==> src/rtl/adder_pkg.sv <==
// Shared types and helpers for the pipelined adder/subtractor.
//   op_e       : operation select (OP_ADD / OP_SUB), matches the 'sub' input encoding
//   num_chunks : number of CHUNK-bit ripple segments (= pipeline stages) for a width
package adder_pkg;

  typedef enum logic {
    OP_ADD = 1'b0,
    OP_SUB = 1'b1
  } op_e;

  function automatic int unsigned num_chunks(input int unsigned width, input int unsigned chunk);
    return width / chunk;
  endfunction

endpackage

==> src/rtl/adder_chunk.sv <==
// Combinational CHUNK-bit ripple-carry segment built from full_adder cells.
//   a, b : segment operands
//   cin  : carry into bit 0
//   sum  : segment sum
//   cout : carry out of the segment MSB
//   cmsb : carry into the segment MSB (used for signed overflow on the top segment)
module adder_chunk #(
  parameter int unsigned CHUNK = 8
) (
  input  logic [CHUNK-1:0] a,
  input  logic [CHUNK-1:0] b,
  input  logic             cin,
  output logic [CHUNK-1:0] sum,
  output logic             cout,
  output logic             cmsb
);

  // Each bit keeps its own carry nets so the chain is not one self-dependent vector.
  for (genvar i = 0; i < CHUNK; i++) begin : gen_bit
    logic ci_w;
    logic co_w;
    if (i == 0) begin : gen_lsb
      assign ci_w = cin;
    end else begin : gen_mid
      assign ci_w = gen_bit[i-1].co_w;
    end
    full_adder u_fa (
      .a  (a[i]),
      .b  (b[i]),
      .ci (ci_w),
      .s  (sum[i]),
      .co (co_w)
    );
  end

  assign cout = gen_bit[CHUNK-1].co_w;
  assign cmsb = gen_bit[CHUNK-1].ci_w;

endmodule

==> src/rtl/full_adder.sv <==
// One-bit full adder.
//   a, b, ci : addend bits and carry-in
//   s, co    : sum bit and carry-out
module full_adder (
  input  logic a,
  input  logic b,
  input  logic ci,
  output logic s,
  output logic co
);

  assign s  = a ^ b ^ ci;
  assign co = (a & b) | (ci & (a ^ b));

endmodule

==> src/rtl/pipelined_addsub.sv <==
// Pipelined WIDTH-bit two's-complement adder/subtractor, one CHUNK-bit ripple
// segment per stage, latency STAGES = WIDTH/CHUNK, one op per cycle, global stall.
//   clk, rst             : clock, synchronous active-high reset
//   in_valid / in_ready  : upstream handshake (in_ready combinational from out_ready)
//   a, b, cin, sub       : operands, carry/borrow-in, 0 = a+b+cin, 1 = a-b-cin
//   out_valid / out_ready: downstream handshake
//   sum, cout, ovf       : result mod 2^WIDTH, carry out of MSB, signed overflow
module pipelined_addsub
  import adder_pkg::*;
#(
  parameter int unsigned WIDTH = 32,
  parameter int unsigned CHUNK = 8
) (
  input  logic             clk,
  input  logic             rst,
  input  logic             in_valid,
  output logic             in_ready,
  input  logic [WIDTH-1:0] a,
  input  logic [WIDTH-1:0] b,
  input  logic             cin,
  input  logic             sub,
  output logic             out_valid,
  input  logic             out_ready,
  output logic [WIDTH-1:0] sum,
  output logic             cout,
  output logic             ovf
);

  localparam int unsigned STAGES = num_chunks(WIDTH, CHUNK);

  if (CHUNK == 0 || WIDTH % CHUNK != 0) begin : gen_chunk_check
    $error("pipelined_addsub: WIDTH must be a non-zero multiple of CHUNK");
  end

  // Operands travel with the op; opb is already inverted for subtraction.
  typedef struct packed {
    logic             vld;
    logic [WIDTH-1:0] opa;
    logic [WIDTH-1:0] opb;
    logic [WIDTH-1:0] sum;
    logic             carry;
    logic             cmsb;
  } stage_t;

  stage_t stage_in [STAGES];
  stage_t stage_d  [STAGES];
  stage_t stage_q  [STAGES];

  op_e  op;
  logic en;

  assign op       = op_e'(sub);
  assign en       = !out_valid || out_ready;
  assign in_ready = en || rst;

  for (genvar k = 0; k < STAGES; k++) begin : gen_stage
    logic [CHUNK-1:0] csum;
    logic             ccout;
    logic             ccmsb;
    logic [WIDTH-1:0] sum_m;

    if (k == 0) begin : gen_first
      // a - b - cin == a + ~b + (1 - cin)
      assign stage_in[k] = '{
        vld:   in_valid,
        opa:   a,
        opb:   (op == OP_SUB) ? ~b : b,
        sum:   '0,
        carry: (op == OP_SUB) ? ~cin : cin,
        cmsb:  1'b0
      };
    end else begin : gen_next
      assign stage_in[k] = stage_q[k-1];
    end

    adder_chunk #(
      .CHUNK (CHUNK)
    ) u_chunk (
      .a    (stage_in[k].opa[k*CHUNK +: CHUNK]),
      .b    (stage_in[k].opb[k*CHUNK +: CHUNK]),
      .cin  (stage_in[k].carry),
      .sum  (csum),
      .cout (ccout),
      .cmsb (ccmsb)
    );

    always_comb begin
      sum_m                      = stage_in[k].sum;
      sum_m[k*CHUNK +: CHUNK]    = csum;
    end

    assign stage_d[k] = '{
      vld:   stage_in[k].vld,
      opa:   stage_in[k].opa,
      opb:   stage_in[k].opb,
      sum:   sum_m,
      carry: ccout,
      cmsb:  ccmsb
    };
  end

  always_ff @(posedge clk) begin
    if (rst) begin
      for (int k = 0; k < STAGES; k++) begin
        stage_q[k] <= '0;
      end
    end else if (en) begin
      for (int k = 0; k < STAGES; k++) begin
        stage_q[k] <= stage_d[k];
      end
    end
  end

  assign out_valid = stage_q[STAGES-1].vld;
  assign sum       = stage_q[STAGES-1].sum;
  assign cout      = stage_q[STAGES-1].carry;
  assign ovf       = stage_q[STAGES-1].carry ^ stage_q[STAGES-1].cmsb;

endmodule

==> config.mk <==
export PLATFORM = sky130hd
export DESIGN_NAME = pipelined_addsub
export DESIGN_NICKNAME = d
export VERILOG_FILES = /design/src/rtl/adder_pkg.sv /design/src/rtl/adder_chunk.sv /design/src/rtl/full_adder.sv /design/src/rtl/pipelined_addsub.sv
export SDC_FILE = /design/constraint.sdc
export NUM_CORES = 1
export LEC_CHECK = 0
export ABC_AREA = 1
export ABC_CLOCK_PERIOD_IN_PS = 9900
export BUFFER_PORTS_ARGS = -buffer_cell sky130_fd_sc_hd__buf_2
export CORE_AREA = 2 2 126 128
export CTS_CLUSTER_DIAMETER = 60
export DETAILED_ROUTE_END_ITERATION = 10
export DIE_AREA = 0 0 128 130
export HOLD_SLACK_MARGIN = 0.1
export PLACE_DENSITY = 0.79
export SETUP_SLACK_MARGIN = 0.2
export SYNTH_ARGS = -nofsm -noshare
export SYNTH_HDL_FRONTEND = slang
export SYNTH_SLANG_ARGS = --single-unit
==> constraint.sdc <==
create_clock -name clk -period 9.9 [get_ports clk]
set_input_delay 1.98 -clock clk [delete_from_list [all_inputs] [get_ports clk]]
set_output_delay 1.98 -clock clk [all_outputs]
set_load 0.005 [all_outputs]
# Yosys cells after proc, flatten, opt, wreduce, memory -nomap -nowiden
# Memory sizes are Yosys's and may differ from the RTL's.
# Cells that the tools add are included.
classes:
  n_addsub: 0
  n_mul: 0
  n_div: 0
  magnitude_cmp: 0
  eq_ne: 0
  shifts: 0
  mux: 11
  n_bitwise: 167
  reduce_logical: 3
ops:
  columns: ["cell", "n"]
  rows:
  - ["$mux W99", 4]
  - ["$xor A1 B1 Y1", 65]
  - ["$and A1 B1 Y1", 64]
  - ["$or A1 B1 Y1", 36]
  - ["$mux W32", 1]
  - ["$not A32 Y32", 1]
  - ["$mux W1", 6]
  - ["$logic_or A1 B1 Y1", 2]
  - ["$logic_not A1 Y1", 1]
  - ["$not A1 Y1", 1]
totals:
  reg_bits: 0
  latch_bits: 0
  ramBits: 396
  romBits: 0
  in_bits: 70
  output_inout_bits: 36
  wordCells: 182
  mem_count: 1
mem_list:
  columns: ["memory", "depth", "width", "read_ports", "rd_clocked_by_memory_dff", "write_ports", "line_no", "text"]
  rows:
  - ["stage_q", 4, 99, 4, 0, 4, "pipelined_addsub.sv:47", "stage_t stage_q [STAGES];"]

# Depth between registers and ports, before layout
logic_depth:
  depth_word: 20
  ltp_mapped: 14
  depth_no_buf: 14

# Hierarchy
# Synthesis repeated with hierarchy kept, for this count alone.
unflattened:
  hier_cells: 733
  hier_area_um2: 8734.6
modules_own_cells:
  columns: ["module", "instances", "cells_per_inst", "area_per_inst_um2", "seq_area_each_um2"]
  rows:
  - ["pipelined_addsub", 1, 701, 8094.0, 5555.3]
  - ["full_adder", 32, 1, 20.0, 0.0]

# Worst setup path after synthesis
# OpenSTA, ideal clock, no wires.
synth_path:
  kind: "input port to output port"
  from: "input out_ready"
  to: "output in_ready"
  t_arrival_ns: 6.479
  required_ns: 7.920
  setup_slack_ns: 1.441
  cell_stages: 2
  path_buffers: 0
  cell_sequence: "inv_2 -> nand3_1"
synth_between:
  elab_chain_len: 2
synth_rtl:
  columns: ["element", "line_no", "text"]
  rows:
  - ["start, declared", "pipelined_addsub.sv:23", "input logic out_ready,"]
  - ["$logic_or A1 B1 Y1", "pipelined_addsub.sv:53", "assign en = !out_valid || out_ready;"]
  - ["$logic_or A1 B1 Y1", "pipelined_addsub.sv:54", "assign in_ready = en || rst;"]
  - ["end, declared", "pipelined_addsub.sv:17", "output logic in_ready,"]
# No other way between the ends.

==> results.cfg <==
[hold_path]
hp-class = flip-flop to flip-flop

[drt]
met2_length_um = 5330
avgRoutedWirePerCell_um = 11.0
totalWireLength_um = 11300
drtAntennaViolNets = 0
via_per_inst = 4.30
wirelength_met1_um = 5230
drt_iter0_drc = 310
firstDrtPassIters = 5
routed.top_layer = met4
vias = 4386
route.detailed.drc = 0
wl_met3_um = 536

[sta]
setup_tns_ns = 0
fin_ws_ns = 4.00
min_period_ns = 5.90
skew_ns = 0.00684
period_share_pct = 59.6
slew_violations = 0
hold_viol_final = 0
holdWs_ns = 0.543
setup_violations = 0
worst_pin_slew_ns = 1.08
slew_headroom_pct = 28.3
rsz0062_at_grt = false
fmax_mhz = 170

[final_layout]
regMostFlops = stage_q
largest_reg_flops = 185
final-instance-count-excl-fill = 1021
area_growth_pct = 10.7
diodes = 0
drive_gt1_share_pct = 29.2
reg_top3 = stage_q x185
fillers = 1202
final_nets = 918

[floorplanning]
core_area_mm2 = 0.0154
start_util_pct = 56.8
rows = 46
die-area_mm2 = 0.0166
num_io_pins = 106
die_x_um = 128
die_y_um = 130

[setup_path]
crit_path_start_kind = input port
cp_slowest_cell = buf_2
cp.arrival_ns = 6.04
crit_type = input port to flip-flop
crit_family = adder cells
endpoint_kind = flip-flop
crit_chain = buf_2 > xnor2_1 > fa_1 > fa_1 > fa_1 > fa_1 > fa_1 > fa_1 > fa_1 > inv_1 > fa_1 > inv_1 > nor2_2
path_buf_inv = 3
path_max_fanout = 34
crit_top_cell = fa_1
slowest_delay_ns = 0.51
critPathRequiredTime_ns = 10.04

[pwr]
powerDensity_mw_per_mm2 = 185
peakVddDrop_uv = 114
p_total_w = 0.00179
comb_power_share_pct = 8.8
swShare_pct = 21.2
intPower_w = 0.00141
power.share.clock_pct = 38.4
switching_power_w = 0.000380
seqPwrFrac_pct = 52.8
p_leak_nw = 4.44

[yosys]
synth_area_leader_cell = edfxtp_1
synth_nets = 849
synthCells = 747
synth_warnings = 0
yosys.area.top_type_share_pct = 63.5
synth_area_mm2 = 0.00875
synth_seq_cells = 185
syn_avg_cell_area_um2 = 11.7
yosys-top-cells-area = edfxtp_1, inv_1, fa_1
ys_seq_area_share_pct = 63.5
synth_cell_types = 15

[job]
cap_viol_max_count = 0

[clocking]
cts_tree = done
h-tree-depth = 4
hold_buffers = 0
clk_path_buf_depth = 2
cts_resized = 0
clk_pin_slew_ns = 0.07
clockRootBuffer = clkbuf_16
clock_sinks = 185
clk_latency_ns = 0.42
cts_buffers = 17
post_cts_buffers = 0

[grt]
grt_start_max_net_pins = 98
grt_antenna_before_repair = 0
grt_pass1_vias = 4065
grt-ovfl-total = 0
grtUsageTotal_pct = 14.6
grt_pass1_wl_um = 18900

[place]
numPlacedInstances = 989
dp_slack_ns = 3.56
gp_congestion = 0.722
io_buffers = 105
dpl.hpwl_um = 7410

[outcome]
status = complete, no violations
power by group through the flow:
stage / clock network, W / logic (W) / registers, W
after global placement: 0 / 0.000154 / 0.000963
after floorplan: 0 / 0.000133 / 0.000962
after CTS: 0.000703 / 0.000161 / 0.000949
final: 0.000689 / 0.000157 / 0.000948
after detailed placement: 0 / 0.000160 / 0.000965
after global routing: 0.000728 / 0.000184 / 0.000955
synth_stat cells, drive strengths merged:
master and count:
fa 32, nor2 185, edfxtp 185, inv 202, buf 58, xnor2 8
nand3 1, nand2 74, xor2 2
metrics by stage:
| step | util [%] | area [um2] |
|---|---|---|
| 2_1_floorplan | - | 8750 |
| 3_3_place_gp | 58.9 | 9090 |
| 3_5_place_dp | 58.9 | 9090 |
| 4_1_cts | 62.9 | 9700 |
| 5_1_grt | 62.9 | 9700 |
| 6_report | 62.9 | 9700 |
metal layers:
| metal | up-vias | global-route usage [%] |
|---|---|---|
| met3 | 16 | 3.61 |
| met5 | - | 0 |
| met4 | 0 | 6.21 |
| met1 | 1946 | 20.9 |
| met2 | 103 | 21.9 |
| li1 | 2321 | - |
path summary, 6_finish.rpt:
kind                       start              to  slack [ns]  depth (start not counted)
hold reg to reg   stage_q[0][93]  stage_q[1][93]        0.54                          2
setup / recovery             sub   stage_q[0][9]        4.00                         13
hold / removal    stage_q[0][93]  stage_q[1][93]        0.54                          2
setup reg to reg  stage_q[0][74]  stage_q[1][17]        5.66                         12
final cells by class:
| cell class | instances | area [um2] | share of cell area [%] |
|---|---|---|---|
| tap | 192 | 240 | 2.48 |
| sequential | 185 | 5560 | 57.3 |
| multi-input combinational | 302 | 1980 | 20.5 |
| clock inverter | 14 | 180 | 1.86 |
| timing repair buffer | 108 | 548 | 5.65 |
| inverter | 202 | 758 | 7.82 |
| clock buffer | 18 | 429 | 4.43 |
cells in the final DEF (no fill, tap or decap):
cell type and count:
nor2_2 100, buf_2 105, nand3_4 1, nand2_1 73, edfxtp_1 185, nor2_1 85, xnor2_1 8, clkbuf_1 1
clkinv_1 2, clkbuf_16 17, xor2_1 2, buf_4 3, fa_1 32, clkinv_2 3, inv_1 199, nand2_8 1
bufinv_16 4, inv_2 3, clkinvlp_4 5
cell families after synthesis:
group / after synthesis / synth area share [%]
adders and majority gates: 32 / 7.32
DFF: 185 / 63.5
and+or+nand+nor: 260 / 14.0
xor gates and xnor gates: 10 / 1.00
buffers and inverters: 260 / 14.2
tightest hold or removal path, delay by kind of cell (launching register included):
| kind | cells | cell delay [ns] |
|---|---|---|
| AND/OR/NAND/NOR | 1 | 0.08 |
| buffers and inverters | 1 | 0.04 |
| flip-flops | 1 | 0.32 |
Power figures use the tool's default switching activity.
